### src/rtl/edge_detector_controller.sv
// Control FSM for the edge-detector datapath: image load, Sobel kernel
// accumulation and result streaming, with a saturating count of processing cycles.
module edge_detector_controller #(
  parameter int CYC_CNT_WIDTH = 32
) (
  input  logic                     clk_i,
  input  logic                     rst_i,
  input  logic                     start_i,
  input  logic                     abort_i,
  input  logic                     dataAvailable_i,
  input  logic                     outReady_i,
  input  logic                     inputRecieved_i,
  input  logic                     kernelResReady_i,
  input  logic                     imageProcessed_i,
  input  logic                     outputSent_i,
  output logic                     cntrInputClear_o,
  output logic                     cntrKernelClear_o,
  output logic                     cntrMemGclear_o,
  output logic                     memGclear_o,
  output logic                     memImgWr_o,
  output logic                     cntrInputInc_o,
  output logic                     saveImgOrCalculate_o,
  output logic                     cntrKernelInc_o,
  output logic                     memGwr_o,
  output logic                     cntrMemGinc_o,
  output logic                     ready_o,
  output logic                     busy_o,
  output logic                     outValid_o,
  output logic                     done_o,
  output logic [2:0]               Phase_o,
  output logic [CYC_CNT_WIDTH-1:0] CalcCycles_o
);

  typedef enum logic [2:0] {
    IDLE  = 3'd0,
    CLEAR = 3'd1,
    LOAD  = 3'd2,
    CALC  = 3'd3,
    NEXT  = 3'd4,
    OCLR  = 3'd5,
    OUT   = 3'd6,
    DONE  = 3'd7
  } state_t;

  state_t                   state;
  logic [CYC_CNT_WIDTH-1:0] calc_cycles;
  logic                     abort_active;

  assign abort_active = abort_i && (state != IDLE);

  always_ff @(posedge clk_i or negedge rst_i) begin
    if (!rst_i) begin
      state       <= IDLE;
      calc_cycles <= '0;
    end else begin
      if (abort_active) begin
        state <= IDLE;
      end else begin
        case (state)
          IDLE:  if (start_i) state <= CLEAR;
          CLEAR: state <= LOAD;
          LOAD:  if (dataAvailable_i && inputRecieved_i) state <= CALC;
          CALC:  if (kernelResReady_i) state <= NEXT;
          NEXT:  state <= imageProcessed_i ? OCLR : CALC;
          OCLR:  state <= OUT;
          OUT:   if (outReady_i && outputSent_i) state <= DONE;
          DONE:  state <= IDLE;
        endcase
      end
      // Counts every cycle spent in CALC/NEXT, sticking at all-ones instead of wrapping.
      if (state == CLEAR) begin
        calc_cycles <= '0;
      end else if ((state == CALC || state == NEXT) && (calc_cycles != '1)) begin
        calc_cycles <= calc_cycles + CYC_CNT_WIDTH'(1);
      end
    end
  end

  // Output handshake: a pixel transfers on a cycle where outValid_o and outReady_i
  // are both high; while outReady_i is low the G counter is not advanced, so the
  // presented pixel stays stable.
  always_comb begin
    cntrInputClear_o     = 1'b0;
    cntrKernelClear_o    = 1'b0;
    cntrMemGclear_o      = 1'b0;
    memGclear_o          = 1'b0;
    memImgWr_o           = 1'b0;
    cntrInputInc_o       = 1'b0;
    saveImgOrCalculate_o = 1'b0;
    cntrKernelInc_o      = 1'b0;
    memGwr_o             = 1'b0;
    cntrMemGinc_o        = 1'b0;
    outValid_o           = 1'b0;
    done_o               = 1'b0;
    case (state)
      CLEAR: begin
        cntrInputClear_o  = 1'b1;
        cntrKernelClear_o = 1'b1;
        cntrMemGclear_o   = 1'b1;
        memGclear_o       = 1'b1;
      end
      LOAD: begin
        memImgWr_o     = dataAvailable_i;
        cntrInputInc_o = dataAvailable_i;
      end
      CALC: begin
        saveImgOrCalculate_o = 1'b1;
        cntrKernelInc_o      = 1'b1;
        memGwr_o             = 1'b1;
      end
      NEXT: begin
        saveImgOrCalculate_o = 1'b1;
        cntrKernelClear_o    = 1'b1;
        cntrMemGinc_o        = 1'b1;
      end
      OCLR: cntrMemGclear_o = 1'b1;
      OUT: begin
        outValid_o    = 1'b1;
        cntrMemGinc_o = outReady_i;
      end
      DONE: done_o = 1'b1;
      default: ;
    endcase
    // An abort wipes the datapath counters and suppresses all other activity.
    if (abort_active) begin
      cntrInputClear_o     = 1'b1;
      cntrKernelClear_o    = 1'b1;
      cntrMemGclear_o      = 1'b1;
      memGclear_o          = 1'b1;
      memImgWr_o           = 1'b0;
      cntrInputInc_o       = 1'b0;
      saveImgOrCalculate_o = 1'b0;
      cntrKernelInc_o      = 1'b0;
      memGwr_o             = 1'b0;
      cntrMemGinc_o        = 1'b0;
      outValid_o           = 1'b0;
      done_o               = 1'b0;
    end
  end

  assign ready_o      = (state == IDLE);
  assign busy_o       = (state != IDLE);
  assign Phase_o      = state;
  assign CalcCycles_o = calc_cycles;

endmodule
### config.mk
export PLATFORM = sky130hd
export DESIGN_NAME = edge_detector_controller
export DESIGN_NICKNAME = d
export VERILOG_FILES = /design/src/rtl/edge_detector_controller.sv
export SDC_FILE = /design/constraint.sdc
export NUM_CORES = 1
export LEC_CHECK = 0
export ABC_AREA = 1
export ABC_CLOCK_PERIOD_IN_PS = 1450
export CAP_MARGIN = 20
export CORE_MARGIN = 4
export CORE_UTILIZATION = 45
export CTS_CLUSTER_SIZE = 40
export DETAILED_ROUTE_END_ITERATION = 6
export HOLD_SLACK_MARGIN = 0.02
export PLACE_DENSITY = 0.76
export SLEW_MARGIN = 10
export SYNTH_ARGS = -nofsm -noshare
export SYNTH_HDL_FRONTEND = slang
export SYNTH_SLANG_ARGS = --single-unit
### constraint.sdc
create_clock -name clk_i -period 1.45 [get_ports clk_i]
set_input_delay 0.145 -clock clk_i [delete_from_list [all_inputs] [get_ports clk_i]]
set_output_delay 0.145 -clock clk_i [all_outputs]
set_load 0.01 [all_outputs]
# Word level (Yosys, flattened, before mapping)
# Index checks and enable logic that the tools add are counted.
# totals
register_bits	35
inputBits	10
elab_cells	54
# op_classes
addsub	1
n_eq_ne	12
mux	27
n_reduce_logical	12
# ops
operator	count
$mux 32	2
$add 32x1->32 const B	1
$ne 32x32->1 const B	1
$pmux 3 s8	1
$mux 3	6
$mux 1	17
$eq 3x3->1 const B	4
$ne 3x3->1 const B	3
$eq 3x2->1 const B	2
$reduce_or 2->1	3
$logic_and 1x1->1	4
$reduce_and 4->1	1
$eq 3x1->1 const B	1
$logic_not 3->1	1
$ne 3x2->1 const B	1
$reduce_bool 3->1	1
$pmux 1 s2	1
$reduce_bool 2->1	1
$logic_or 1x1->1	1

# Depth between registers and ports, before layout
# logic_depth
depth_word	5
depth_mapped	11
ltp_nobuf	10

# Least setup slack after synthesis
# No wires, ideal clock.
# synth_path
path_kind	register -> register
start	register calc_cycles[1], in the netlist CalcCycles_o[1]
end	register calc_cycles[0], in the netlist CalcCycles_o[0]
setup_time_ns	0.119
arrival_ns	1.529
required_time_ns	1.331
slack_ns	-0.198
path_stages_with_launch	12
n_path_buf	1
period_less_slack_ns	1.648
cell_sequence	dfrtp_1 -> ha_1 -> nand3_1 -> inv_2 -> nand2_4 -> nor2_8 -> nand2_4 -> nand2_8 -> inv_4 -> buf_6 -> nand2_1 -> o21ai_2
# synth_via
elab_chain_len	3
# synth_lines
item	line_no	rtl
start: declaration	46	logic [CYC_CNT_WIDTH-1:0] calc_cycles;
start signal: assignment	74	calc_cycles <= calc_cycles + CYC_CNT_WIDTH'(1);
$ne 32x32->1	73	end else if ((state == CALC || state == NEXT) && (calc_cycles != '1)) begin
$logic_and 1x1->1	73	
$reduce_bool 2->1 (no source line)	--	
# Every way passes these cells.
# A chain may end at the register's enable or synchronous reset.

# Worst setup path after layout
# layout_path
start	register calc_cycles[24], in the netlist CalcCycles_o[24]
end	register calc_cycles[6], in the netlist CalcCycles_o[6]
# Same word-level chain as after synthesis.

==> metrics.cfg <==
[sta]
finalClockSkew_ns = 0.01078
fmax_mhz = 601.8
slew_viol_final = 0
rsz0062_at_grt = yes
maxSlewHeadroom_pct = 76.58
hold_viol = 0
setup_violations = 42
tightest_slew_ns = 0.3513
min_period_ns = 1.662
layout_setup_ws_ns = -0.2116
post-route-period-util_pct = 114.6

[yosys]
synth_seq_cells = 35
synthArstFlopShare_pct = 100.0
post-synth-top-area-cell = dfrtp_1
ys_warn_count = 0
synth_top_area_share_pct = 34.05
synth_area_leaders = dfrtp_1 (34%), nand2_1 (21%), nand3_1 (9.1%)
synth_cell_types = 33
synth-edff-count = 0
synthCells = 390
syn_nets = 401
seq_area_frac_synth_pct = 34.05
netlist_area_sq_um = 2572
synth_top_cells_by_count = nand2_1 (145), nor2_1 (53), nand3_1 (47)
synth_flop_cell = dfrtp_1
synthMostInstantiatedCell = nand2_1
syn_avg_cell_area_sq_um = 6.596

[critical_path]
reg2regPathDepth = 10
rr_endpoint = CalcCycles_o[6]
critPathKind = reg -> reg
r2r-start = CalcCycles_o[24]
critPathBufInv = 2
reg2reg_slack_ns = -0.21
crit_top_cell = nand2_1
cp-end-kind = flop
crit_path_cell_trace = nand2_1, nor2_1, nand2_1, nor2_1, nand2_4, nand2_8, buf_12, buf_16, nand3_1, nand2_1
critPathRequiredTime_ns = 1.69
cp_max_fo = 6
crit_slowest_cell = dfrtp_1
cp-start-kind = flop
path_delay_family = simple AND/OR/NAND/NOR gates
cp.arrival_ns = 1.90
max_stage_delay_ns = 0.35

[global_routing]
grt_use_met3_pct = 6.022
grt_use_total_pct = 25.71
antenna_found_initial = 0
grt_pass1_wl_um = 14850
grt-ovfl-total = 0
grt_util_met2_pct = 46.20
grt_max_degree = 36
grt_pass1_vias = 3299
top_usage_layer = met2
grt_use_met1_pct = 29.94

[clock_tree]
cts_buffers = 5
clkLatencyLatePin_ns = 0.30
cts_root_buf = clkbuf_8
postCtsHoldBufs = 0
cts_max_level = 2
clkSinkCount = 35
cts_tree = built
cts_buffer_depth = 2
clk_pin_slew_ns = 0.08

[route]
drt_wl_total_um = 10210
vias = 3408
ant_nets = 0
drtPass1Iterations = 5
drc = 0
detail_route.wl_per_cell_um = 16.28
via_per_inst = 5.435
drt_iter0_drc = 204

[power_and_ir_drop]
p_per_area_nw_per_um2 = 1245
peakVddDrop_v = 0.001811
fin_total_pwr_w = 0.005582
leakage_nw = 2.345

[die]
core_sq_um = 5540
die_w_um = 83.61
dieArea_sq_um = 6991
io_pins = 59
fp-row-count = 27
die_y_um = 83.61
start_util_pct = 46.43

[placed_design]
dp_hpwl_um = 6250
dp_cells = 600
place.gp.congestion = 0.9346
post-place-ws_ns = -0.2376
portBuffers = 58
placed_area_sq_um = 3928

[final_layout]
stdcell_count = 627
final_core_util_pct = 80.92
syn_to_final_growth_pct = 74.27
fillers = 346
multi_input_area_sq_um = 1817
regArea_sq_um = 878.3
n_antenna_cell = 0
final_area_sq_um = 4483
nNetsFinal = 565
drive_gt1_share_pct = 42.70

[hold_path]
hold_class = in -> async

[job]
max-cap-violations = 0

[outcome]
status = finished with violations
violations = setup timing

## flip-flops by register name, indices dropped and copies added (netlist names)
| name | flops |
|---|---|
| CalcCycles_o | 32 |
| Phase_o | 3 |
## worst max path at each step
stage | cells after the start | start | slack [ns] | to
final | 10 | CalcCycles_o[24] | -0.21 | CalcCycles_o[6]
after global routing | 10 | CalcCycles_o[1] | -0.28 | CalcCycles_o[12]
after CTS | 11 | CalcCycles_o[0] | -0.13 | CalcCycles_o[19]
after detailed placement | 7 | Phase_o[0] | -0.24 | CalcCycles_o[21]
after global placement | 5 | abort_i | -0.17 | cntrKernelClear_o
after floorplan | 11 | CalcCycles_o[1] | -0.15 | CalcCycles_o[12]
## layout by cell type, fill, tap and decap left out, types with 5 or more instances in the layout
cell type,synthesis,final
buf_2,1,6
buf_4,3,96
buf_6,5,16
clkbuf_8,0,7
clkdlybuf4s50_1,0,10
dfrtp_1,35,33
dlygate4sd2_1,0,29
dlymetal6s2s_1,0,5
inv_1,32,23
inv_2,1,7
nand2_1,145,120
nand2_2,4,21
nand2_4,3,11
nand3_1,47,33
nand3_2,4,18
nor2_1,53,36
nor2_2,4,10
nor2_4,1,12
o21ai_2,5,15
xor2_1,5,5
## repair_timing
action / 4_1_cts / 5_1_grt
resized for setup: 132 / 77
pin swaps: 15 / 17
setup endpoints to repair: 76 / 54
gates cloned: 1 / 1
setup buffers: 15 / 2
## final cells by class
cell class	instances	share of cell area [%]
Tap cell	72	2.009
Multi-Input combinational cell	311	40.52
Clock buffer	8	2.233
Sequential cell	35	19.59
Timing Repair Buffer	167	32.46
Inverter	34	3.182
## power breakdown
group / internal (W) / switching, W / leakage (nW) / total (W)
logic: 0.00156 / 0.00206 / 1.81 / 0.00362
clock network: 0.000435 / 0.000401 / 0.0515 / 0.000835
registers: 0.00105 / 0.0000808 / 0.481 / 0.00113
## per-layer routing
| metal | up-vias | wire length, um | share of wire (%) |
|---|---|---|---|
| met2 | 184 | 5264 | 52 |
| met4 | 0 | 414 | 4.1 |
| li1 | 1567 | - | - |
| met1 | 1616 | 3826 | 37 |
| met5 | - | 0 | 0 |
| met3 | 41 | 701 | 6.9 |
## stage by stage
step / TNS [ns] / hold slack, ns
2_1_floorplan: -3.473 / -0.1506
3_3_place_gp: -4.796 / 0.5399
3_5_place_dp: -6.382 / 0.5452
4_1_cts: -4.307 / 0.2320
6_report: -4.881 / 0.2167
5_1_grt: -9.313 / 0.2307
## kinds of logic after synthesis
logic type	share of synthesized area [%]
flops	34.05
compound gates	6.760
simple gates	47.03
fa+ha+maj	0.4863
xor+xnor	3.064
buf+inv	8.609
No activity file was read; power rests on OpenSTA's default activity.
==> RTL change (same settings) <==
Set the parameter `CYC_CNT_WIDTH` to 64 (it was 32).
--- a/src/rtl/edge_detector_controller.sv
+++ b/src/rtl/edge_detector_controller.sv
@@ -1,7 +1,7 @@
 // Control FSM for the edge-detector datapath: image load, Sobel kernel
 // accumulation and result streaming, with a saturating count of processing cycles.
 module edge_detector_controller #(
-  parameter int CYC_CNT_WIDTH = 32
+  parameter int CYC_CNT_WIDTH = 64
 ) (
   input  logic                     clk_i,
   input  logic                     rst_i,
Interface: changed (resized CalcCycles_o); port bits go from 59 to 91. No check against the original RTL was run, so the function may have changed too.
==> RTL change against the original RTL <==
The run still ends with negative setup slack left. Routed wire length grew 110%. Global-route usage grew 7.1 points. First-iteration DRC count grew to 4.9 times the old value. Synthesized area grew 84%. Power grew 40%. Sequential cell count grew 32. Design area grew 86%. Clock power grew 84%. Setup slack lost 250 ps. Largest power group unchanged. Fmax shrank 13%. Non-clock buffer count grew 164. Utilization grew 0.42 points.
==> RTL change: results (changes against the original RTL) <==
status - finished with violations (unchanged)
failing checks - negative setup slack (unchanged)
r2r endpoint - CalcCycles_o[24] (was CalcCycles_o[6])
ranking of synthesized cells by area - dfrtp_1, nand2_1, nor2_1, nand3_1, inv_1 (was dfrtp_1, nand2_1, nand3_1, nor2_1, inv_1)
vias in the first global route - 6291 (was 3299)
Initial DRC Count - 995 (was 204)
gpl congestion - 0.959 (was 0.935)
Routed WL per cell - 18.1 µm (was 16.3 µm)
M3 GR Usage - 0.0690 (was 0.0602)
met1 Resource Use GR - 0.435 (was 0.299)
Num CTS Buffers - 9 (was 5)
Worst R2R Start - CalcCycles_o[22] (was CalcCycles_o[24])
Lkg Pwr - 4.33 nW (was 2.35 nW)
post-synthesis net count - 761 (was 401)
met2 Usage GRT - 0.513 (was 0.462)
clk_skew - 15.8 ps (was 10.8 ps)
R2R depth - 11 (was 10)
largest net degree at the start of global routing - 68 (was 36)
Seq/Total Area, Yosys - 0.354 (was 0.340)
Max VDD drop - 1.38 mV (was 1.81 mV)
IO Port Bufs - 90 (was 58)
CTS H-Tree Depth - 3 (was 2)
commonest cells in the synthesized netlist - nand2_1, nor2_1, dfrtp_1 (was nand2_1, nor2_1, nand3_1)
TritonRoute pass-1 iters - 6 (was 5)
crit-path max cell delay - 430 ps (was 350 ps)
CP Max Fanout - 9 (was 6)
CTS Buffer Depth - 2 (unchanged)
Distinct cells, synth - 30 (was 33)
clk_lat worst skew - 370 ps (was 300 ps)
Worst Max-Slew Pin Slew - 403 ps (was 351 ps)
worst slack, placed - -494 ps (was -238 ps)
setup violators final - 81 (was 42)
vias per cell - 5.40 (was 5.44)
initial antenna violation count - 0 (unchanged)
proportion of layout cells with a drive suffix above 1 - 0.398 (was 0.427)
Global Route Usage Sum - 0.328 (was 0.257)
PnR worst setup slack - -457 ps (was -212 ps)
NumNets Final - 1085 (was 565)
internal power - 4.63 mW (was 3.05 mW)
[RTL change: worst max-delay path by stage]
stage	start	end	slack [ps]
6_report	CalcCycles_o[22]	CalcCycles_o[24]	-460
5_1_grt	CalcCycles_o[23]	CalcCycles_o[51]	-540
4_1_cts	CalcCycles_o[1]	CalcCycles_o[48]	-370
3_5_place_dp	CalcCycles_o[1]	CalcCycles_o[61]	-490
3_3_place_gp	CalcCycles_o[24]	CalcCycles_o[61]	-450
2_1_floorplan	CalcCycles_o[1]	CalcCycles_o[4]	-360
[RTL change: metrics by stage]
stage	power [mW]	cell area [µm²]	cells	hold slack, ps
4_1_cts	6.81	7910	1203	354
2_1_floorplan	3.44	4870	750	-151
6_report	7.82	8360	1215	323
3_5_place_dp	4.84	7400	1160	200
5_1_grt	8.11	8360	1215	384
3_3_place_gp	4.78	7400	1160	198
[RTL change: worst min-delay path: stages]
cell           delay (ps)
dlygate4sd3_1         520
buf_2                 120
buf_12                320
[RTL change: timing repair]
action / CTS / global route
endpoints found under the hold margin: 67 / 0
endpoints found under the setup margin: 148 / 89
buffers inserted: 25 / 14
pin swaps: 16 / 29
gates resized for setup: 212 / 116
gates cloned: 1 / 3
hold buffers: 1 / 0
[RTL change: layer usage]
layer | share of wire | vias to the layer above | wire length [µm]
met3 | 0.088 | 102 | 1930
met4 | 0.047 | 0 | 1030
met2 | 0.46 | 381 | 10200
met1 | 0.40 | 3070 | 8780
met5 | 0 | - | 0
li1 | - | 3011 | -
[RTL change: power groups by stage]
stage / registers (mW) / clock network (mW) / logic, mW
4_1_cts: 2.04 / 1.50 / 3.27
3_3_place_gp: 2.04 / 0 / 2.74
5_1_grt: 2.06 / 1.63 / 4.42
3_5_place_dp: 2.04 / 0 / 2.79
6_report: 2.06 / 1.54 / 4.22
2_1_floorplan: 2.09 / 0 / 1.35
[RTL change: cell type report]
type,instances,area (µm²)
inverters,50,198
multi-input cells,615,3300
clock buffers,14,163
well taps,136,170
flip-flops and latches,67,1690
repair buffers,331,2830
clock inverters,2,10.0
fillers,715,1920
[RTL change: kinds of logic (layout without fill, tap and decap cells)]
kind of cell | after synthesis | count (layout) | share of synthesized area
AND/OR/NAND/NOR | 549 | 549 | 0.487
buffers and inverters | 68 | 397 | 0.0616
flip-flops | 67 | 67 | 0.354
AO/OA/AOI/OAI | 37 | 37 | 0.0431
XOR/XNOR | 28 | 28 | 0.0518
adder cells (fa/ha/maj) | 1 | 1 | 0.00264
